<file path="src/rtl/carry_path_pipe.sv">
// carry_path_pipe: carry-in source select with optional CYI register, plus a
// CE-gated carry-out pipeline with a matching valid pipeline and a per-lane
// sticky carry flag. Lanes are fully independent bit slices.
//
// Qualifier semantics: VALID_IN travels alongside CARRYOUT through the same
// CE-gated stages, so VALID_OUT qualifies CARRYOUT_mux on the same cycle.
// There is no backpressure. A stage advances on every CLK edge where
// CECARRYIN=1 and holds otherwise. Data and valid are always captured
// together.
module carry_path_pipe #(
  parameter int    LANES      = 1,
  parameter int    CARRYINREG = 1,
  parameter int    DEPTH      = 1,
  parameter string CARRYINSEL = "OPMODE5",
  parameter int    STICKY_EN  = 1
) (
  input  logic             CLK,
  input  logic             RSTCARRYIN,
  input  logic             CECARRYIN,
  input  logic             OPMODE5,
  input  logic [LANES-1:0] CARRYIN,
  input  logic [LANES-1:0] CARRYOUT,
  input  logic             VALID_IN,
  input  logic             CLR_STICKY,
  output logic [LANES-1:0] CIN_mux,
  output logic [LANES-1:0] CARRYOUT_mux,
  output logic [LANES-1:0] CARRYOUTF,
  output logic             VALID_OUT,
  output logic [LANES-1:0] STICKY_CO
);

  // Elaboration-time guards on parameter values
  generate
    if (DEPTH < 0 || DEPTH > 4) begin : g_bad_depth
      $error("carry_path_pipe: DEPTH must be 0..4");
    end
    if (LANES < 1 || LANES > 8) begin : g_bad_lanes
      $error("carry_path_pipe: LANES must be 1..8");
    end
    if (CARRYINSEL != "OPMODE5" && CARRYINSEL != "CARRYIN") begin : g_bad_sel
      $error("carry_path_pipe: CARRYINSEL must be OPMODE5 or CARRYIN");
    end
  endgenerate

  // Some inputs are structurally unused in certain parameterisations
  logic unused_inputs;
  assign unused_inputs = ^{OPMODE5, CARRYIN, CLR_STICKY, CECARRYIN};

  logic [LANES-1:0] cin_src;
  logic [LANES-1:0] co_out;
  logic             vld_out;

  // Carry-in source: the OPMODE5 bit broadcast to all lanes, or the per-lane port
  generate
    if (CARRYINSEL == "CARRYIN") begin : g_src_port
      assign cin_src = CARRYIN;
    end else begin : g_src_op
      assign cin_src = {LANES{OPMODE5}};
    end
  endgenerate

  generate
    if (CARRYINREG != 0) begin : g_cyi
      logic [LANES-1:0] cyi_d, cyi_q;

      // CYI register loads the selected source on CE-qualified edges
      always_comb begin
        cyi_d = cyi_q;
        if (CECARRYIN) cyi_d = cin_src;
      end

      // CYI state register, cleared asynchronously
      always_ff @(posedge CLK or posedge RSTCARRYIN) begin
        if (RSTCARRYIN) cyi_q <= '0;
        else            cyi_q <= cyi_d;
      end

      assign CIN_mux = cyi_q;
    end else begin : g_cyi_bypass
      assign CIN_mux = cin_src;
    end
  endgenerate

  generate
    if (DEPTH > 0) begin : g_pipe
      logic [LANES-1:0] co_pipe_d [DEPTH];
      logic [LANES-1:0] co_pipe_q [DEPTH];
      logic [DEPTH-1:0] vld_pipe_d, vld_pipe_q;

      // All stages shift together on CE; otherwise every stage holds
      always_comb begin
        co_pipe_d  = co_pipe_q;
        vld_pipe_d = vld_pipe_q;
        if (CECARRYIN) begin
          co_pipe_d[0]  = CARRYOUT;
          vld_pipe_d[0] = VALID_IN;
          for (int k = 1; k < DEPTH; k++) begin
            co_pipe_d[k]  = co_pipe_q[k-1];
            vld_pipe_d[k] = vld_pipe_q[k-1];
          end
        end
      end

      // Pipeline registers; reset discards every in-flight carry and valid
      always_ff @(posedge CLK or posedge RSTCARRYIN) begin
        if (RSTCARRYIN) begin
          for (int k = 0; k < DEPTH; k++) co_pipe_q[k] <= '0;
          vld_pipe_q <= '0;
        end else begin
          co_pipe_q  <= co_pipe_d;
          vld_pipe_q <= vld_pipe_d;
        end
      end

      assign co_out  = co_pipe_q[DEPTH-1];
      assign vld_out = vld_pipe_q[DEPTH-1];
    end else begin : g_pipe_bypass
      assign co_out  = CARRYOUT;
      assign vld_out = VALID_IN;
    end
  endgenerate

  assign CARRYOUT_mux = co_out;
  assign CARRYOUTF    = co_out;
  assign VALID_OUT    = vld_out;

  generate
    if (STICKY_EN != 0) begin : g_sticky
      logic [LANES-1:0] sticky_d, sticky_q;

      // Clear first, then OR in a qualified carry so a coincident set wins
      always_comb begin
        sticky_d = (CLR_STICKY ? '0 : sticky_q) |
                   (co_out & {LANES{vld_out & CECARRYIN}});
      end

      // Sticky flag register, cleared asynchronously
      always_ff @(posedge CLK or posedge RSTCARRYIN) begin
        if (RSTCARRYIN) sticky_q <= '0;
        else            sticky_q <= sticky_d;
      end

      assign STICKY_CO = sticky_q;
    end else begin : g_sticky_off
      assign STICKY_CO = '0;
    end
  endgenerate

endmodule

</file>
<file path="config.mk">
export PLATFORM = sky130hd
export DESIGN_NAME = carry_path_pipe
export DESIGN_NICKNAME = d
export VERILOG_FILES = /design/src/rtl/carry_path_pipe.sv
export SDC_FILE = /design/constraint.sdc
export NUM_CORES = 1
export LEC_CHECK = 0
export CAP_MARGIN = 10
export CORE_AREA = 2 2 39 41
export CTS_CLUSTER_SIZE = 25
export DETAILED_ROUTE_END_ITERATION = 7
export DIE_AREA = 0 0 41 43
export PLACE_DENSITY_LB_ADDON = 0.1
export SLEW_MARGIN = 5
export SYNTH_ARGS = -nofsm -noshare
export SYNTH_HDL_FRONTEND = slang
export SYNTH_SLANG_ARGS = --single-unit
</file>
<file path="constraint.sdc">
create_clock -name CLK -period 1.2 [get_ports CLK]
set_input_delay 0.24 -clock CLK [delete_from_list [all_inputs] [get_ports CLK]]
set_output_delay 0.24 -clock CLK [all_outputs]
set_load 0.1 [all_outputs]
</file>
==> flow_summary.yaml <==
run_status:
  status: "completed"
finish:
  nFillCells: 141
  layout.cells.most_common_list: "6 x clkdlybuf4s50_1, 5 x buf_12, 3 x dfrtp_2, 3 x mux2_2, 3 x clkbuf_4"
  syn2layout_area_growth_pct: 128
  drive_above_1_share_pct: 60.0
  diodes: 0
  final_area_sq_um: 362
  final_common_cell: "clkdlybuf4s50_1"
  fin_nets: 35
setup_path:
  crit_path_top_delay_cell: "dfrtp_4"
  endpoint_kind: "primary output"
  path_cells: "buf_12"
  path_max_fanout: 4
  regToRegSetupSlack_ns: 0.31
  crit_buf_inv: 1
  criticalPathCategory: "register to primary output"
  cpPeakStageDelay_ns: 0.50
  path_delay_family: "flip-flops"
  cp.required_ns: 0.96
  start_kind: "register"
  cp_data_arrival_time_ns: 0.91
power:
  clkPwrFrac_pct: 27.8
  switching_power_uw: 217
  combPwrFrac_pct: 42.2
  power_frac_seq_pct: 30.1
  irDropWorstVdd_v: 0.000752
  leakage_uw: 0.000150
  internal_power_uw: 360
  p_sw_share_pct: 37.6
  power_density_mw_per_mm2: 1600
placed_design:
  numPortBuffers: 11
  dpl-instance-area_sq_um: 339
  gp_congestion: 0.635
  post-dp-hpwl_um: 307
global_route:
  grt-busiest-layer: "met3"
  grt_first_pass_wirelength_um: 621
  antenna_found_initial: 0
  grt_max_degree: 5
  grt.overflow.total: 0
  grt_util_met3_pct: 9.95
  grtUsageMet2_pct: 7.19
  grt_pass1_vias: 154
  use_met1_pct: 5.50
  grt.total_usage_pct: 6.24
worst_hold_path:
  hold_class: "input port to asynchronous set/reset pin"
routing:
  wl_per_cell_um: 9.34
  drt-initial-drc-count: 3
  ant_nets: 0
  vias: 138
  dr.pass1.iters: 2
  vias_per_cell: 3.37
  wl_um: 383
  drc: 0
floorplanning:
  io-pin-count: 13
  fp.dieW_um: 41
  die_h_um: 43
  core_sq_mm: 0.00138
  start_util_pct: 11.5
  design.die.area_sq_mm: 0.00176
  num_rows: 14
synthesis:
  ys_ff_latch: 4
  syn_inst: 12
  yosys_warnings: 0
  synth_top_area_share_pct: 63.0
  synth_largest_area_cell: "dfrtp_1"
  synth_seq_area_share_pct: 63.0
  mappedNetlistArea_sq_um: 159
  yosys-top-cells-area: "dfrtp_1 63%, mux2_2 21%, buf_4 4.7%"
  post_synth.cell_area_avg_sq_um: 13.2
  yosysUniqueCellTypes: 6
  syn_nets: 20
cts:
  clkTransAtPathRegs_ns: 0.04
  numCtsBuffers: 3
  cts-root-buf: "clkbuf_4"
  clk_latency_ns: 0.23
  cts_resized: 0
  post_cts_buffers: 0
  clock_path_buffers: 2
  cts.sinks: 4
  h-tree-depth: 1
  cts_tree: "built"
  ctsHoldBuffers: 0
timing:
  worst_pin_slew_ns: 0.190
  rsz0062_at_grt: "no"
  hold_slack_ns: 0.210
  fmax_mhz: 866
  tns_ns: 0
  drv_slew: 0
  post-route-period-util_pct: 96.2
  hold_violations: 0
  slew_headroom_pct: 87.3
  finalClockSkew_ns: 0.00207
  fin_crit_ns: 1.15
  final-setup-viol-count: 0
run:
  drv_cap: 0
per-layer routing:
layer	vias to the layer above	part of all wire [%]
li1	65	-
met4	0	0
met3	0	13
met2	9	43
met5	-	0
met1	64	44
final cells by class:
class                      instances  area, sq um  share of cell area, %
clock buffer                       3         22.5                   6.23
inverter                           2         7.51                   2.08
multi-input combinational          5         43.8                   12.1
sequential                         4          108                   29.8
tap                               16         20.0                   5.54
timing repair buffer              11          160                   44.3
state kept, by name, indices dropped and copies added, names as in the netlist:
name and count:
CARRYOUTF 1, CIN_mux 1, STICKY_CO 1, VALID_OUT 1
stage by stage:
stage | power [uW] | util, % | setup WS (ns) | std cells
3_3_place_gp | 419 | 24.5 | -0.0851 | 38
3_5_place_dp | 421 | 24.5 | -0.0914 | 38
5_1_grt | 611 | 26.1 | 0.0128 | 41
4_1_cts | 589 | 26.1 | 0.0310 | 41
2_1_floorplan | 315 | - | 0.00762 | 12
6_report | 577 | 26.1 | 0.0453 | 41
logic make-up (layout without fill, tap and decap cells):
family / Yosys count / after routing / synth area share, %
DFF: 4 / 4 / 63.0
muxes: 3 / 3 / 21.3
buffers and inverters: 3 / 16 / 9.45
and+or+nand+nor: 1 / 1 / 3.15
AOI/OAI and AO/OA: 1 / 1 / 3.15
cell usage after synthesis:
master,number
dfrtp_1,4
mux2_2,3
o21ai_0,1
inv_1,2
buf_4,1
nand3_1,1
power by group through the flow:
stage          Clock, uW  Sequential, uW  Combinational [uW]
3_3_place_gp           0             175                 244
4_1_cts              169             174                 245
3_5_place_dp           0             176                 245
2_1_floorplan          0             269                47.0
5_1_grt              183             176                 251
6_report             160             174                 243
worst paths after layout:
path,start,cells past startpoint,endpoint
max in group asynchronous,RSTCARRYIN,2,CARRYOUTF
setup reg to reg,CARRYOUTF,1,CARRYOUTF
hold / removal,RSTCARRYIN,2,CARRYOUTF
hold reg to reg,CIN_mux,1,CIN_mux
min in group CLK,CIN_mux,1,CIN_mux
setup / recovery,CARRYOUTF,1,CARRYOUTF
Power figures use the tool's default switching activity.
